**config.mk**
```make
export PLATFORM = sky130hd
export DESIGN_NAME = mmu_skew_feeder_flat
export DESIGN_NICKNAME = d
export VERILOG_FILES = /design/src/rtl/mmu_skew_feeder_if.sv /design/src/rtl/mmu_skew_feeder.sv /design/src/flat_wrapper.sv
export SDC_FILE = /design/constraint.sdc
export NUM_CORES = 1
export LEC_CHECK = 0
export ABC_AREA = 1
export CORE_MARGIN = 2
export CORE_UTILIZATION = 50
export DETAILED_ROUTE_END_ITERATION = 10
export DONT_BUFFER_PORTS = 1
export PLACE_DENSITY = 0.76
export SYNTH_ARGS = -nofsm -noshare
export SYNTH_HDL_FRONTEND = slang
export SYNTH_SLANG_ARGS = --single-unit
```
**constraint.sdc**
```tcl
create_clock -name clk -period 10.7 [get_ports clk]
set_clock_uncertainty 0.15 [all_clocks]
set_input_delay 1.605 -clock clk [delete_from_list [all_inputs] [get_ports clk]]
set_output_delay 1.605 -clock clk [all_outputs]
set_load 0.01 [all_outputs]
```
**src/rtl/mmu_skew_feeder_if.sv**
```systemverilog
// Handshake and array-side bus between a tile producer, the skew feeder and the MMU.
//   in_valid/in_ready : vector handshake, producer -> feeder
//   in_data/in_wt     : activation and weight vectors, lane i = [i*BIT_WIDTH +: BIT_WIDTH]
//   data_arr/wt_arr   : skewed activations/weights, feeder -> MMU, same packing
//   control           : MMU control line
//   busy/done         : feeder status; done is a one-cycle pulse
// Modports: master = producer/observer side, slave = feeder side.
interface mmu_skew_feeder_if #(
  parameter int LANES     = 4,
  parameter int BIT_WIDTH = 8
);
  logic                       in_valid;
  logic                       in_ready;
  logic [LANES*BIT_WIDTH-1:0] in_data;
  logic [LANES*BIT_WIDTH-1:0] in_wt;
  logic [LANES*BIT_WIDTH-1:0] data_arr;
  logic [LANES*BIT_WIDTH-1:0] wt_arr;
  logic                       control;
  logic                       busy;
  logic                       done;

  modport master (
    output in_valid, in_data, in_wt,
    input  in_ready, data_arr, wt_arr, control, busy, done
  );

  modport slave (
    input  in_valid, in_data, in_wt,
    output in_ready, data_arr, wt_arr, control, busy, done
  );
endinterface

```
**src/rtl/mmu_skew_feeder.sv**
```systemverilog
// Input staging for the 4x4 systolic MMU. Buffers one tile of DEPTH activation/weight
// vectors, replays it as a diagonal wavefront (lane i delayed i cycles), appends
// FLUSH_CYCLES zero cycles for array drain and pulses done.
// Ports:
//   clk   : clock, all logic on posedge
//   reset : synchronous, active-low
//   bus   : mmu_skew_feeder_if.slave (handshake in, skewed data/weights and status out)
//
// state  | meaning
// LOAD   | accepting tile vectors into the buffer, in_ready=1
// STREAM | replaying buffer as a skewed wavefront, control=1
// FLUSH  | driving zeros so partial sums drain to acc_out, control=1
// DONE   | single-cycle done pulse, then back to LOAD
module mmu_skew_feeder #(
  parameter int LANES        = 4,
  parameter int BIT_WIDTH    = 8,
  parameter int DEPTH        = 4,
  parameter int FLUSH_CYCLES = 8
) (
  input  logic                 clk,
  input  logic                 reset,
  mmu_skew_feeder_if.slave     bus
);

  localparam int VW          = LANES * BIT_WIDTH;
  localparam int STREAM_LEN  = DEPTH + LANES - 1;
  localparam int STREAM_LAST = STREAM_LEN - 1;
  localparam int CNT_MAX     = (STREAM_LEN > FLUSH_CYCLES) ? STREAM_LEN : FLUSH_CYCLES;
  localparam int CNT_W       = $clog2(CNT_MAX + 1);
  localparam int LD_W        = $clog2(DEPTH + 1);

  localparam logic [1:0] LOAD   = 2'd0;
  localparam logic [1:0] STREAM = 2'd1;
  localparam logic [1:0] FLUSH  = 2'd2;
  localparam logic [1:0] DONE   = 2'd3;

  logic [1:0]       state;
  logic [LD_W-1:0]  ld_cnt;
  logic [CNT_W-1:0] tmr;
  logic [VW-1:0]    act_buf [DEPTH];
  logic [VW-1:0]    wt_buf  [DEPTH];

  logic [VW-1:0]    data_q;
  logic [VW-1:0]    wt_q;
  logic             control_q;
  logic             busy_q;
  logic             done_q;

  logic             in_ready;
  logic             beat;
  logic             bypass;
  int               t_next;
  logic [VW-1:0]    nxt_data;
  logic [VW-1:0]    nxt_wt;

  assign in_ready = (state == LOAD);
  assign beat     = in_ready & bus.in_valid;

  // tmr counts down through STREAM, so the wavefront index of the cycle being
  // registered is STREAM_LAST - (tmr - 1). From LOAD the next cycle is t=0.
  always_comb begin
    bypass = 1'b0;
    t_next = 0;
    if (state == LOAD) begin
      bypass = 1'b1;
    end else begin
      t_next = STREAM_LAST - (int'(tmr) - 1);
    end
  end

  // Lane i carries row t-i. The final beat lands in the buffer on the same edge
  // that registers t=0, so that row is taken straight from the input.
  always_comb begin
    nxt_data = '0;
    nxt_wt   = '0;
    for (int i = 0; i < LANES; i++) begin
      for (int k = 0; k < DEPTH; k++) begin
        if (k == t_next - i) begin
          if (bypass && (k == DEPTH - 1)) begin
            nxt_data[i*BIT_WIDTH +: BIT_WIDTH] = bus.in_data[i*BIT_WIDTH +: BIT_WIDTH];
            nxt_wt[i*BIT_WIDTH +: BIT_WIDTH]   = bus.in_wt[i*BIT_WIDTH +: BIT_WIDTH];
          end else begin
            nxt_data[i*BIT_WIDTH +: BIT_WIDTH] = act_buf[k][i*BIT_WIDTH +: BIT_WIDTH];
            nxt_wt[i*BIT_WIDTH +: BIT_WIDTH]   = wt_buf[k][i*BIT_WIDTH +: BIT_WIDTH];
          end
        end
      end
    end
  end

  // Tile buffer is intentionally not reset.
  always_ff @(posedge clk) begin
    if (beat) begin
      for (int k = 0; k < DEPTH; k++) begin
        if (ld_cnt == LD_W'(k)) begin
          act_buf[k] <= bus.in_data;
          wt_buf[k]  <= bus.in_wt;
        end
      end
    end
  end

  always_ff @(posedge clk) begin
    if (!reset) begin
      state     <= LOAD;
      ld_cnt    <= '0;
      tmr       <= '0;
      data_q    <= '0;
      wt_q      <= '0;
      control_q <= 1'b0;
      busy_q    <= 1'b0;
      done_q    <= 1'b0;
    end else begin
      case (state)
        LOAD: begin
          if (beat) begin
            if (ld_cnt == LD_W'(DEPTH - 1)) begin
              ld_cnt    <= '0;
              tmr       <= CNT_W'(STREAM_LAST);
              state     <= STREAM;
              data_q    <= nxt_data;
              wt_q      <= nxt_wt;
              control_q <= 1'b1;
              busy_q    <= 1'b1;
            end else begin
              ld_cnt <= ld_cnt + 1'b1;
            end
          end
        end
        STREAM: begin
          if (tmr == '0) begin
            tmr    <= CNT_W'(FLUSH_CYCLES - 1);
            state  <= FLUSH;
            data_q <= '0;
            wt_q   <= '0;
          end else begin
            tmr    <= tmr - 1'b1;
            data_q <= nxt_data;
            wt_q   <= nxt_wt;
          end
        end
        FLUSH: begin
          if (tmr == '0) begin
            state     <= DONE;
            control_q <= 1'b0;
            done_q    <= 1'b1;
          end else begin
            tmr <= tmr - 1'b1;
          end
        end
        default: begin
          state  <= LOAD;
          done_q <= 1'b0;
          busy_q <= 1'b0;
        end
      endcase
    end
  end

  assign bus.in_ready = in_ready;
  assign bus.data_arr = data_q;
  assign bus.wt_arr   = wt_q;
  assign bus.control  = control_q;
  assign bus.busy     = busy_q;
  assign bus.done     = done_q;

endmodule
```
**src/flat_wrapper.sv**
```systemverilog
// flat-port wrapper written by rule: the top's interface ports become plain ports
module mmu_skew_feeder_flat 
#(
  parameter int LANES        = 4,
  parameter int BIT_WIDTH    = 8,
  parameter int DEPTH        = 4,
  parameter int FLUSH_CYCLES = 8
)
  (clk, reset, bus_in_valid, bus_in_data, bus_in_wt, bus_in_ready, bus_data_arr, bus_wt_arr, bus_control, bus_busy, bus_done);
  mmu_skew_feeder_if #(.LANES(LANES), .BIT_WIDTH(BIT_WIDTH)) bus_i ();
  input  logic clk;
  input  logic reset;
  input wire logic [$bits(bus_i.in_valid)-1:0] bus_in_valid;
  input wire logic [$bits(bus_i.in_data)-1:0] bus_in_data;
  input wire logic [$bits(bus_i.in_wt)-1:0] bus_in_wt;
  output wire logic [$bits(bus_i.in_ready)-1:0] bus_in_ready;
  output wire logic [$bits(bus_i.data_arr)-1:0] bus_data_arr;
  output wire logic [$bits(bus_i.wt_arr)-1:0] bus_wt_arr;
  output wire logic [$bits(bus_i.control)-1:0] bus_control;
  output wire logic [$bits(bus_i.busy)-1:0] bus_busy;
  output wire logic [$bits(bus_i.done)-1:0] bus_done;
  assign bus_i.in_valid = bus_in_valid;
  assign bus_i.in_data = bus_in_data;
  assign bus_i.in_wt = bus_in_wt;
  assign bus_in_ready = bus_i.in_ready;
  assign bus_data_arr = bus_i.data_arr;
  assign bus_wt_arr = bus_i.wt_arr;
  assign bus_control = bus_i.control;
  assign bus_busy = bus_i.busy;
  assign bus_done = bus_i.done;
  mmu_skew_feeder #(.LANES(LANES), .BIT_WIDTH(BIT_WIDTH), .DEPTH(DEPTH), .FLUSH_CYCLES(FLUSH_CYCLES)) u_core (.clk(clk), .reset(reset), .bus(bus_i));
endmodule
```
==> flow_summary.toml, run 1 <==
[cts]
hold_buffers = 0
cts_num_sinks = 332
cts_max_level = 2
clk_latency_ns = 0.54
cts_root_buf = "clkbuf_16"
cts_buffers = 36
postCtsSetupBuffers = 0
clkTransAtPathRegs_ns = 0.07
clockBufferDepth = 3
cts_tree = "done"
cts_resized = 0

[layout]
fin_area_mm2 = 0.01732
area_delta_synth_final_pct = 9.226
nets = 1684
drive_above_1_share = 0.1015
antenna_cells = 0

[worst_setup_path]
cp_cell_sequence = "inv_1 -> ha_4 -> nor2_4 -> inv_2 -> a21oi_2 -> inv_1 -> ha_1 -> inv_1 -> nor2_1 -> nand4_2 -> o21ai_1 -> inv_1 -> nor2_1 -> nand3_1 -> nor2_2 -> nand2_1 -> inv_2 -> a21oi_1 -> o21ai_1 -> a21oi_1"
critPathMaxStageDelay_ns = 0.85
cp-end-kind = "register"
worstPathArrival_ns = 6.09
cp.required_ns = 10.91
cp.buffers_inverters = 6
path_common_cell = "inv_1"
path_class = "register to register"
critPathLaunchType = "register"
crit_slowest_cell = "nor2_2"
critPathMaxFanout = 52
critical_path.top_delay_family = "simple AND/OR/NAND/NOR gates"

[synthesis]
synthesis.area_mm2 = 0.01585
netlist_instances = 1636
synth-edff-count = 256
yosysMostFrequentCell = "nand2_1"
syn_nets = 1722
synth_ff_type = "edfxtp_1"
yosys-top-cells-area = "edfxtp_1, dfxtp_1, nand2_1"
ys_ff_latch = 332
netlist.area_leader.share = 0.4849
yosys-top-cells-count = "nand2_1, edfxtp_1, nand4_1"
ys_types = 42
yosys.area.top_type = "edfxtp_1"
async_flop_share = 0
yosys_warnings = 0
ys_seq_area_frac = 0.5809
syn_area_per_cell_um2 = 9.691

[routing]
wl_per_cell_um = 19.51
drtIter0Drc = 973
drc = 0
num_vias = 11760
drt_pre_antenna_iters = 5
wirelength_mm = 39.56
drtAntennaViolNets = 0
vias_per_cell = 5.800

[placed_design]
placedInstanceArea_mm2 = 0.01607
dp_hpwl_mm = 24.30
io_buffers = 0
routabilityCongestion = 0.9141
preCtsSetupSlack_ns = 4.894

[global_route]
grt_pass1_vias = 11700
grt_max_degree = 72
track_usage = 0.2379
antenna_found_initial = 0
overflow = 0
grt_first_pass_wirelength_mm = 62.69

[floorplanning]
start_util = 0.5050
dieArea_mm2 = 0.03315
io_pins = 135
rows = 65
die_x_um = 182.1
core-area_mm2 = 0.03139
fp.dieH_um = 182.1

[min_path]
hp-class = "register to register"

[timing]
rsz0062_at_grt = "false"
maxSlewHeadroom = 0.2395
finalCritPeriodShare = 0.5495
final.min_clock_period_ns = 5.879
fin_ws_ns = 4.821
timing.setup.tns_ns = 0
hold_viol = 0
tightest_slew_ns = 1.138
slew_violations = 0
setup_viol = 0
timing.fmax_ghz = 0.1701

[power]
p_per_area_mw_per_mm2 = 323.3
leakagePower_nw = 6.978
ir_drop_uv = 262.6

[status]
status = "completed"

[run]
cap_violations = 0
report_power, final:
part	switching [mW]	internal, mW	total (mW)
combinational	2.06	0.682	2.75
clock	0.516	0.764	1.28
sequential	0.0427	1.53	1.57
total	2.62	2.98	5.60
sequential cells by signal, indices dropped and copies added, names as in the netlist:
| signal | count |
|---|---|
| u_core.bus.wt_arr | 32 |
| u_core.bus.control | 1 |
| u_core.ld_cnt | 3 |
| u_core.state | 2 |
| u_core.wt_buf | 128 |
| u_core.tmr | 4 |
| u_core.bus.done | 1 |
| u_core.bus.data_arr | 32 |
| u_core.act_buf | 128 |
| u_core.bus.busy | 1 |
worst register-to-register path, cell delays in order, from the launching register on:
cell     delay [ns]
dfxtp_1        0.33
inv_1          0.14
ha_4           0.75
nor2_4         0.14
inv_2          0.41
a21oi_2        0.18
inv_1          0.12
ha_1           0.25
inv_1          0.09
nor2_1         0.33
nand4_2        0.19
o21ai_1        0.23
inv_1          0.06
nor2_1         0.11
nand3_1        0.09
nor2_2         0.85
nand2_1        0.53
inv_2          0.42
a21oi_1        0.12
o21ai_1        0.11
a21oi_1        0.09
routing by layer:
metal	global-route usage	wire [um]	vias up
li1	-	-	5649
met1	0.3080	16500	5596
met2	0.3960	18750	434
met3	0.05668	3269	82
met4	0.07548	979	2
met5	0.01333	61	-
through the flow:
| step | cells | utilization | hold WS, ns | power, mW |
|---|---|---|---|---|
| 3_3_place_gp | 1962 | 0.5119 | 0.3381 | 4.284 |
| 2_1_floorplan | 1636 | - | 0.3277 | 3.727 |
| 6_report | 2028 | 0.5516 | 0.3603 | 5.598 |
| 5_1_grt | 2028 | 0.5516 | 0.3766 | 5.946 |
| 4_1_cts | 2028 | 0.5516 | 0.3618 | 5.577 |
| 3_5_place_dp | 1962 | 0.5119 | 0.3525 | 4.303 |
worst paths after layout:
path | startpoint | endpoint | slack [ns] | cells after the start
worst min register to register | u_core.bus.wt_arr[21] | u_core.bus.wt_arr[21] | 0.36 | 2
worst max register to register | u_core.state[0] | u_core.bus.data_arr[15] | 4.82 | 20
worst min-delay path | u_core.bus.wt_arr[21] | u_core.bus.wt_arr[21] | 0.36 | 2
worst max-delay path | u_core.state[0] | u_core.bus.data_arr[15] | 4.82 | 20
cell families (layout without fill, tap and decap cells):
family	after synthesis	count (layout)	share of synthesized area
AND/OR/NAND/NOR	803	803	0.2427
flip-flops	332	332	0.5809
buffers and inverters	223	213	0.06085
AO/OA/AOI/OAI	205	205	0.06700
multiplexers	48	48	0.03031
adder cells (fa/ha/maj)	19	19	0.01499
XOR/XNOR	6	6	0.003315
cells in the final DEF, fill, tap and decap left out, types with 3 or more instances in the layout:
cell / Yosys / layout
nand3_1: 123 / 123
a211oi_1: 3 / 3
clkbuf_16: 0 / 37
nor2_1: 125 / 118
clkinvlp_4: 0 / 4
bufinv_16: 0 / 3
a21oi_1: 94 / 94
nor2_4: 13 / 21
ha_1: 19 / 18
nand2_2: 10 / 10
inv_2: 24 / 25
nor3_1: 7 / 7
nand3_4: 3 / 3
clkinv_2: 0 / 4
o21ai_0: 20 / 20
clkbuf_8: 0 / 7
clkbuf_1: 42 / 6
nand3_2: 5 / 5
mux2i_1: 48 / 48
edfxtp_1: 256 / 256
xor2_1: 5 / 5
buf_4: 15 / 14
o21ai_1: 78 / 78
nand2_1: 352 / 352
inv_1: 108 / 107
nand4_2: 5 / 5
nand4_1: 136 / 136
dfxtp_1: 76 / 76
nor2_2: 16 / 15
layout make-up:
class	instances	area, um2
clock buffer	50	1045
fill	2700	14080
tap	402	503.0
inverter	133	501.7
clock inverter	16	202.7
multi-input combinational	1081	5751
sequential	332	9209
timing repair buffer	14	105.1
Note: power is estimated with default switching activity, not from simulation.
==> run 2: changes to the inputs <==
==> constraint.sdc (replaced) <==
create_clock -name clk -period 5.51 [get_ports clk]
set_clock_uncertainty 0.15 [all_clocks]
set_input_delay 0.8265 -clock clk [delete_from_list [all_inputs] [get_ports clk]]
set_output_delay 0.8265 -clock clk [all_outputs]
set_load 0.01 [all_outputs]
==> run 2 against run 1 <==
- die area did not move
- combinational power rose by 100%
- clock power grew 85%
- sequential share of layout area decreased by 0.17 points
- sequential power up 94%
- setup slack lost 4.3 ns
- power rose by 95%
- global-route usage rose by 0.81 points
- clock-buffer cell count shrank 1
- core utilization grew 0.18 points
- largest cell class unchanged
==> flow_summary.toml, run 2 (synthesized netlist as in run 1, its figures left out) <==
[worst_setup_path]
rrSetupSlack_ns = 0.51
cp-end-kind = "register"
path_class = "register to register"
cp_cell_sequence = "inv_2 -> ha_1 -> nand2_1 -> nor2_1 -> inv_1 -> nand3_1 -> ha_1 -> nand2_1 -> nand2_1 -> nor2_4 -> inv_2 -> nor2_4 -> nand3_4 -> nor2_2 -> inv_2 -> nor2_2 -> buf_4 -> nand4_1 -> o21ai_0 -> o21ai_0 -> nand2_1 -> a21oi_1"
path_common_cell = "nand2_1"
critPathMaxFanout = 17
critPathMaxStageDelay_ns = 0.73
critPathLaunchType = "register"
cp.required_ns = 5.73
worstPathArrival_ns = 5.21
crit_slowest_cell = "nand4_1"

[routing]
num_vias = 11930
drc = 0
drt_pre_antenna_iters = 6
drtAntennaViolNets = 0
drtIter0Drc = 1046
vias_per_cell = 5.855
wirelength_mm = 40.94
wl_per_cell_um = 20.10

[placed_design]
routabilityCongestion = 0.9628
placedInstanceArea_mm2 = 0.01620
dp_hpwl_mm = 25.32
io_buffers = 0

[run]
cap_violations = 0

[cts]
cts_resized = 0
cts_max_level = 2
postCtsSetupBuffers = 0
cts_num_sinks = 332
cts_buffers = 35
hold_buffers = 0
cts_tree = "done"
cts_root_buf = "clkbuf_16"
clk_latency_ns = 0.53
clockBufferDepth = 3
clkTransAtPathRegs_ns = 0.06

[timing]
timing.fmax_ghz = 0.2001
rsz0062_at_grt = "false"
hold_viol = 0
tightest_slew_ns = 1.271
timing.setup.tns_ns = 0
finalCritPeriodShare = 0.9069
final.min_clock_period_ns = 4.997
slew_violations = 0
setup_viol = 0
maxSlewHeadroom = 0.1518

[layout]
final_common_cell = "nand2_1"
antenna_cells = 0
nets = 1694
biggestRegsByFlops = "u_core.act_buf x128, u_core.wt_buf x128"
layout.area.seq_mm2 = 0.009209
fin_area_mm2 = 0.01737
multi_input_area_mm2 = 0.005751
final_cell_mix = "nand2_1, edfxtp_1, nand4_1"
fillers = 2664
area_delta_synth_final_pct = 9.573
drive_above_1_share = 0.1046

[floorplanning]
core-area_mm2 = 0.03139
dieArea_mm2 = 0.03315
rows = 65
fp.dieH_um = 182.1
die_x_um = 182.1
start_util = 0.5050
io_pins = 135

[power]
ir_drop_uv = 431.4
leakagePower_nw = 7.024
p_total_mw = 10.92
p_per_area_mw_per_mm2 = 628.4

[global_route]
grtUsageMet2 = 0.4174
track_usage = 0.2461
grt_max_degree = 72
grt_pass1_vias = 11640
grt_first_pass_wirelength_mm = 64.43
use_met3 = 0.05528
use_met1 = 0.3179
overflow = 0
antenna_found_initial = 0
top_usage_layer = "met2"

[status]
status = "completed"

[min_path]
hp-class = "input port to register"
run 2: final timing paths:
kind | endpoint | depth (start not counted) | start
setup / recovery | u_core.bus.data_arr[3] | 22 | u_core.tmr[0]
hold / removal | u_core.wt_buf[2][28] | 0 | bus_in_wt[28]
setup reg to reg | u_core.bus.data_arr[3] | 22 | u_core.tmr[0]
hold reg to reg | u_core.bus.wt_arr[1] | 2 | u_core.bus.wt_arr[1]
run 2: layout make-up:
class	count	share of cell area
Tap cell	402	0.02895
Inverter	133	0.02888
Timing Repair Buffer	25	0.01368
Sequential cell	332	0.5301
Clock inverter	15	0.01102
Clock buffer	49	0.05632
Multi-Input combinational cell	1081	0.3310
run 2: worst max-delay path, delay by kind of cell, from the launching register on:
kind	cells	cell delay, ns
simple gates	12	2.34
buf+inv	5	0.76
compound gates	3	0.72
fa+ha+maj	2	0.47
flops	1	0.39
run 2: per-stage QoR:
step	std cells	setup WS (ns)	util	hold WS (ns)
3_5_place_dp	1973	0.5952	0.5161	0.3542
2_1_floorplan	1636	0.4322	-	0.3277
5_1_grt	2037	0.1492	0.5534	0.2209
3_3_place_gp	1973	0.6924	0.5161	0.3449
4_1_cts	2037	0.5605	0.5534	0.2228
6_report	2037	0.5132	0.5534	0.2354
run 2: power by group:
group	total (mW)	internal (mW)	switching [mW]
clock	2.37	1.40	0.970
sequential	3.05	2.97	0.0815
combinational	5.50	1.41	4.09
run 2: layer usage:
metal	vias up	routed length [um]
li1	5673	-
met1	5721	16650
met2	471	19970
met3	62	3490
met4	0	825
met5	-	0
